`config.mk`:
```
export PLATFORM = sky130hd
export DESIGN_NAME = ext_pipe_flat
export DESIGN_NICKNAME = d
export VERILOG_FILES = /design/src/rtl/ext_pipe_if.sv /design/src/rtl/ext_pipe.sv /design/src/flat_wrapper.sv
export SDC_FILE = /design/constraint.sdc
export NUM_CORES = 1
export LEC_CHECK = 0
export ABC_AREA = 1
export ABC_CLOCK_PERIOD_IN_PS = 1900
export CAP_MARGIN = 20
export CORE_UTILIZATION = 50
export CTS_CLUSTER_DIAMETER = 60
export DETAILED_ROUTE_END_ITERATION = 16
export PLACE_DENSITY = 0.77
export SLEW_MARGIN = 20
export SYNTH_ARGS = -nofsm -noshare
export SYNTH_HDL_FRONTEND = slang
export SYNTH_SLANG_ARGS = --single-unit
export TNS_END_PERCENT = 20
```
`constraint.sdc`:
```
create_clock -name clk -period 1.9 [get_ports clk]
set_input_delay 0.285 -clock clk [delete_from_list [all_inputs] [get_ports clk]]
set_output_delay 0.285 -clock clk [all_outputs]
set_load 0.02 [all_outputs]
```
`src/rtl/ext_pipe_if.sv`:
```
// Operand-extender handshake bundle.
// Master drives operands and consumes results; slave is the extender.
interface ext_pipe_if #(
  parameter int DATA_W = 32,
  parameter int OFF_W  = $clog2(DATA_W/8)
);
  logic              in_valid;
  logic              in_ready;
  logic [2:0]        in_op;
  logic [DATA_W-1:0] in_data;
  logic [OFF_W-1:0]  in_off;
  logic              out_valid;
  logic              out_ready;
  logic [DATA_W-1:0] out_data;
  logic              out_err;

  modport master (
    output in_valid, in_op, in_data, in_off, out_ready,
    input  in_ready, out_valid, out_data, out_err
  );

  modport slave (
    input  in_valid, in_op, in_data, in_off, out_ready,
    output in_ready, out_valid, out_data, out_err
  );
endinterface

```
`src/rtl/ext_pipe.sv`:
```
// Registered immediate/load-data extender with a two-entry skid buffer.
// Misaligned loads yield zero data with an error flag and are counted.
module ext_pipe #(
  parameter int IMM_W  = 16,
  parameter int DATA_W = 32,
  parameter int OFF_W  = $clog2(DATA_W/8)
) (
  input  logic       clk,
  input  logic       rst_n,
  input  logic       flush,
  ext_pipe_if.slave  io,
  output logic [7:0] err_cnt
);

  logic [IMM_W-1:0]  imm;
  logic [15:0]       lane;
  logic [DATA_W-1:0] res;
  logic              res_err;
  logic              in_fire;
  logic              out_free;
  logic              out_fire;
  logic              skid_v;
  logic              skid_nxt;
  logic [DATA_W-1:0] skid_data;
  logic              skid_err;

  assign imm      = io.in_data[IMM_W-1:0];
  assign lane     = 16'(io.in_data >> {io.in_off, 3'b000});
  assign in_fire  = io.in_valid && io.in_ready;
  assign out_free = !io.out_valid || io.out_ready;
  assign out_fire = io.out_valid && io.out_ready;

  always_comb begin
    res     = '0;
    res_err = 1'b0;
    unique case (io.in_op)
      3'b000: res = {{(DATA_W-IMM_W){1'b0}}, imm};
      3'b001: res = {{(DATA_W-IMM_W){imm[IMM_W-1]}}, imm};
      3'b010: res = {imm, {(DATA_W-IMM_W){1'b0}}};
      3'b011: res = {{(DATA_W-8){lane[7]}}, lane[7:0]};
      3'b100: res = {{(DATA_W-8){1'b0}}, lane[7:0]};
      // op bit 0 distinguishes signed (101) from unsigned (110) halves
      3'b101, 3'b110: begin
        if (io.in_off[0]) res_err = 1'b1;
        else res = {{(DATA_W-16){io.in_op[0] & lane[15]}}, lane};
      end
      3'b111: begin
        if (io.in_off != '0) res_err = 1'b1;
        else res = io.in_data;
      end
      default: ;
    endcase
  end

  always_comb begin
    skid_nxt = skid_v;
    if (flush)         skid_nxt = 1'b0;
    else if (out_free) skid_nxt = 1'b0;
    else if (in_fire)  skid_nxt = 1'b1;
  end

  always_ff @(posedge clk or negedge rst_n) begin
    if (!rst_n) begin
      io.out_valid <= 1'b0;
      io.out_data  <= '0;
      io.out_err   <= 1'b0;
      io.in_ready  <= 1'b1;
      skid_v       <= 1'b0;
      skid_data    <= '0;
      skid_err     <= 1'b0;
      err_cnt      <= '0;
    end else if (flush) begin
      io.out_valid <= 1'b0;
      io.in_ready  <= 1'b1;
      skid_v       <= 1'b0;
    end else begin
      if (out_fire && io.out_err && err_cnt != 8'hFF)
        err_cnt <= err_cnt + 8'd1;
      if (out_free) begin
        if (skid_v) begin
          io.out_valid <= 1'b1;
          io.out_data  <= skid_data;
          io.out_err   <= skid_err;
        end else if (in_fire) begin
          io.out_valid <= 1'b1;
          io.out_data  <= res;
          io.out_err   <= res_err;
        end else begin
          io.out_valid <= 1'b0;
        end
      end else if (in_fire) begin
        skid_data <= res;
        skid_err  <= res_err;
      end
      skid_v      <= skid_nxt;
      io.in_ready <= !skid_nxt;
    end
  end

endmodule

```
`src/flat_wrapper.sv`:
```
// flat-port wrapper written by rule: the top's interface ports become plain ports
module ext_pipe_flat 
#(
  parameter int IMM_W  = 16,
  parameter int DATA_W = 32,
  parameter int OFF_W  = $clog2(DATA_W/8)
)
  (clk, rst_n, flush, err_cnt, io_in_valid, io_in_op, io_in_data, io_in_off, io_out_ready, io_in_ready, io_out_valid, io_out_data, io_out_err);
  ext_pipe_if #(.DATA_W(DATA_W), .OFF_W(OFF_W)) io_i ();
  input  logic clk;
  input  logic rst_n;
  input  logic flush;
  output logic [7:0] err_cnt;
  input wire logic [$bits(io_i.in_valid)-1:0] io_in_valid;
  input wire logic [$bits(io_i.in_op)-1:0] io_in_op;
  input wire logic [$bits(io_i.in_data)-1:0] io_in_data;
  input wire logic [$bits(io_i.in_off)-1:0] io_in_off;
  input wire logic [$bits(io_i.out_ready)-1:0] io_out_ready;
  output wire logic [$bits(io_i.in_ready)-1:0] io_in_ready;
  output wire logic [$bits(io_i.out_valid)-1:0] io_out_valid;
  output wire logic [$bits(io_i.out_data)-1:0] io_out_data;
  output wire logic [$bits(io_i.out_err)-1:0] io_out_err;
  assign io_i.in_valid = io_in_valid;
  assign io_i.in_op = io_in_op;
  assign io_i.in_data = io_in_data;
  assign io_i.in_off = io_in_off;
  assign io_i.out_ready = io_out_ready;
  assign io_in_ready = io_i.in_ready;
  assign io_out_valid = io_i.out_valid;
  assign io_out_data = io_i.out_data;
  assign io_out_err = io_i.out_err;
  ext_pipe #(.IMM_W(IMM_W), .DATA_W(DATA_W), .OFF_W(OFF_W)) u_core (.clk(clk), .rst_n(rst_n), .flush(flush), .io(io_i), .err_cnt(err_cnt));
endmodule
```
==> summary.md <==
| Metric | Value |
|---|---|
| Count of distinct cell types in the synthesized netlist | 34 |
| Result of the run | completed |
| Count of final setup violators | 0 |
| Least-Margin Pin Slew | between 0.5 and 0.6 ns |
| Overflow after GRT | 0 |
| Vias after detailed routing | around 4900 |
| Crit share post-route | 95.10% |
| Synth Area in Adders | less than 1% |
| First-pass GRT wire length | about 23 mm |
| Maximum single-stage delay on the critical path | 0.50 ns |
| Routed WL | about 14 mm |
| Clock slew at reported path FFs | 0.09 ns |
| Cell chosen for the clock root | sky130_fd_sc_hd__clkbuf_8 |
| Yosys reg bits | 77 |
| Required @ worst endpoint | roughly 2.1 ns |
| Rows | 34 |
| Total negative setup slack | 0 ns |
| CP dominant cell by count | sky130_fd_sc_hd__nand2_1 |
| Area share of and/or/nand/nor cells after synthesis | between 30% and 40% |
| Leakage component of the power | between 3 and 4 nW |
| CP Capture Type | flip-flop |
| Fraction of synthesized cell area in xor and xnor cells | less than 1% |
| Max-slew violation count | 0 |
| Number of hold violations in the final report | 0 |
| H-tree depth reported by CTS | 3 |
| Yosys synthesis warning count | 0 |
| Routed Antenna Nets | 0 |
| Critical path cell sequence | clkdlybuf4s50_1 -> buf_6 -> inv_2 -> nand2_1 -> nand2_1 -> nand2_1 -> nand3_2 -> nand2_2 -> buf_12 -> nand3_1 -> o21ai_0 -> nand2_1 |
| Chip Height | 98.85 µm |
| Wire per inst | 15.42 µm |
| DP HPWL | 10.60 mm |
| Total number of clock tree sinks | 77 |
| CTS tree | built |
| Clock Skew | roughly 0.013 ns |
| Max-slew headroom | around 61% |
| Max-cap violations | 0 |
| Data arrival at the endpoint of the critical path | roughly 2.0 ns |
| Share of the synthesized area in compound gates (AO/OA/AOI/OAI) | a little under a tenth |
| Main combinational cell family by area after synthesis | simple AND/OR/NAND/NOR gates |
| Crit path time final | ~1.8 ns |
| All-Layer GR Usage | between 30% and 40% |
| Die X | 98.85 µm |
| Number of search-and-repair iterations in the first detailed-routing pass | 5 |
| Dominant delay contributor by cell family on the critical path | buffers and inverters |
| Fill cells | a little under 800 |
| Number of DRC markers in iteration 0 | 280 |
| Synth Cell Area | between 4000 and 5000 µm² |
| Mux share of post-synthesis cell area | 0% |
| Final setup margin | 0.09306 ns |
| Worst vdd rail ir drop | 0.3823 mV |
| Insertion delay to the later sink of the worst-skew pair | between 0.3 and 0.4 ns |
| Layout overhead on the synthesized area | 30.15% |
| Sequential cell area | just under 2000 µm² |
| Total buffers and inverters traversed by the critical path | 4 |
| Core region area | a little under 9000 µm² |
| Largest fanout on the critical path | between 40 and 50 |
| RePlAce Congestion | between 1 and 1.5 |
| Achievable clock frequency | between 500 and 600 MHz |
| Fraction of the yosys area taken by sequential cells | roughly two fifths |
| Type of the tightest min-delay check | in -> async |
| IO Port Bufs | 84 |
| Power per Cell Area | about 760 nW/µm² |
| Ratio of routed vias to standard cells | ~5.3 |
| Number of buffers between clock root and the deepest sink | 2 |
| # DRC | 0 |
| Critical-path cell with the highest stage delay | sky130_fd_sc_hd__clkdlybuf4s50_1 |
| Initial antenna violation count | 0 |
| Crit path kind | in -> reg |
| Number of buffers created by CTS | 9 |
| Multi-input gate area | approximately 2300 µm² |
| RSZ-0062 raised after global routing | yes |
| Mean instance size in the synthesized netlist | 6.738 µm² |
| Total Die Area | 9770 µm² |
| Diode insertion count for antenna repair | 0 |
| Vias in the first global route | approximately 4700 |
| Ratio of cells with drive above 1 in the final layout | 10.90% |
| Post-synthesis net count | roughly 740 |
| Post-placement worst setup slack | -0.2791 ns |
| Nets@finish | about 850 |
| I/O pins | 85 |
| Effective utilization at floorplan | a little over half |
| Maximum number of pins on one net before global-route repair | between 60 and 70 |
| Crit start category | primary input |
| Post-synthesis cell count | between 600 and 700 |
-- cell usage after synthesis --
| library cell | instances | area share (%) |
|---|---|---|
| sky130_fd_sc_hd__dfrtp_1 | 76 | 41 |
| sky130_fd_sc_hd__buf_4 | 7 | 1.1 |
| sky130_fd_sc_hd__ha_1 | 1 | 0.27 |
| sky130_fd_sc_hd__clkbuf_1 | 11 | 0.88 |
| sky130_fd_sc_hd__a21oi_1 | 34 | 3.6 |
| sky130_fd_sc_hd__inv_2 | 3 | 0.24 |
| sky130_fd_sc_hd__a21oi_2 | 1 | 0.19 |
| sky130_fd_sc_hd__o21ai_1 | 10 | 1.1 |
| sky130_fd_sc_hd__a21boi_0 | 4 | 0.64 |
| sky130_fd_sc_hd__clkinv_1 | 1 | 0.080 |
| sky130_fd_sc_hd__buf_6 | 4 | 0.96 |
| sky130_fd_sc_hd__and3_1 | 1 | 0.13 |
| sky130_fd_sc_hd__a41oi_1 | 1 | 0.19 |
| sky130_fd_sc_hd__nand3_2 | 3 | 0.64 |
| sky130_fd_sc_hd__a21boi_1 | 1 | 0.16 |
| sky130_fd_sc_hd__o21ai_0 | 24 | 2.6 |
| sky130_fd_sc_hd__nand3_1 | 52 | 5.5 |
| sky130_fd_sc_hd__xor2_1 | 1 | 0.19 |
| sky130_fd_sc_hd__a31oi_1 | 7 | 0.93 |
| sky130_fd_sc_hd__nor2_2 | 8 | 1.1 |
| sky130_fd_sc_hd__dfstp_2 | 1 | 0.56 |
| sky130_fd_sc_hd__inv_1 | 60 | 4.8 |
| sky130_fd_sc_hd__nand2_2 | 3 | 0.40 |
| sky130_fd_sc_hd__nand2_1 | 270 | 22 |
| sky130_fd_sc_hd__or2_1 | 2 | 0.27 |
| sky130_fd_sc_hd__buf_1 | 1 | 0.080 |
| sky130_fd_sc_hd__nor3_2 | 1 | 0.21 |
| sky130_fd_sc_hd__nor2_1 | 65 | 5.2 |
| sky130_fd_sc_hd__nand4_2 | 1 | 0.27 |
| sky130_fd_sc_hd__nand4_1 | 21 | 2.8 |
| sky130_fd_sc_hd__nor3_1 | 3 | 0.32 |
| sky130_fd_sc_hd__xnor2_1 | 3 | 0.56 |
| sky130_fd_sc_hd__nor2_4 | 2 | 0.48 |
| sky130_fd_sc_hd__buf_2 | 13 | 1.4 |
-- area by class of cell --
type	instances	share of cell area [%]
clock buffer	9	2.030
clock inverter	6	0.6560
inverter	64	3.936
multi-input combinational	519	37.99
sequential	77	31.59
tap	108	2.214
timing repair buffer	132	21.59
-- metrics by stage --
stage               util (%)  cell area (µm²)  power (W)  cells  hold slack (ns)
floorplan                  -             4690   0.002872    696         -0.01059
global route           68.65             6103   0.004883    915           0.3224
finish                 68.65             6103   0.004627    915           0.3108
global placement       66.59             5921   0.003496    899           0.1436
CTS                    68.55             6095   0.004648    915           0.3013
detailed placement     66.59             5921   0.003548    899           0.1404
-- registers in the layout, indices dropped and copies added (netlist names) --
signal and cells:
u_core.skid_v 1, u_core.skid_data 32, u_core.io.out_err 1, u_core.io.out_data 32, u_core.io.out_valid 1, u_core.io.in_ready 1, u_core.skid_err 1, u_core.err_cnt 8
-- per-layer routing --
metal / up-vias / wire [µm] / global-route usage, %
met5: - / 0 / 0
met4: 0 / 366 / 10.45
met3: 26 / 669 / 4.397
met2: 161 / 6925 / 52.88
met1: 2278 / 6149 / 40.09
li1: 2421 / - / -
-- report_power, final --
part,total (W),switching (W),internal (W)
registers,0.00211,0.000161,0.00195
logic,0.00141,0.000787,0.000625
clock network,0.00110,0.000634,0.000467
total,0.00463,0.00158,0.00304
-- worst paths after layout --
kind	from	to	slack, ns	cells past startpoint
worst max register to register	u_core.io.in_ready	u_core.io.out_data[12]	0.19	7
worst min register to register	u_core.io.out_data[7]	u_core.io.out_data[7]	0.48	2
worst max-delay path	io_in_off[1]	u_core.io.out_data[27]	0.09	12
worst min-delay path	rst_n	u_core.skid_data[5]	0.31	2
max in group asynchronous	rst_n	u_core.io.in_ready	0.97	3
min in group clk	u_core.io.out_data[7]	u_core.io.out_data[7]	0.48	2
-- cell usage in the layout (no fill, tap or decap), drive strengths merged --
cell type and instances:
nand3 55, buf 48, inv 64, clkbuf 9, a41oi 1, or2 2, a31oi 7, nor3 4
nand4 22, dlygate4sd3 1, xnor2 3, and3 1, a21boi 5, clkinvlp 1, dfrtp 76, xor2 1
nor2 75, clkdlybuf4s50 83, dfstp 1, o21ai 34, a21oi 35, nand2 273, clkinv 5, ha 1
-- timing repair --
item / CTS / global route
resized for setup: 0 / 3
buffers inserted: 0 / 0
hold buffers: 1 / 0
setup endpoints to repair: 0 / 4
endpoints found under the hold margin: 12 / 0
-- logic make-up after synthesis --
| group | after synthesis |
|---|---|
| AO/OA/AOI/OAI | 82 |
| adder cells (fa/ha/maj) | 1 |
| XOR/XNOR | 4 |
| AND/OR/NAND/NOR | 432 |
| flip-flops | 77 |
| buffers and inverters | 100 |
Power figures use the tool's default switching activity.
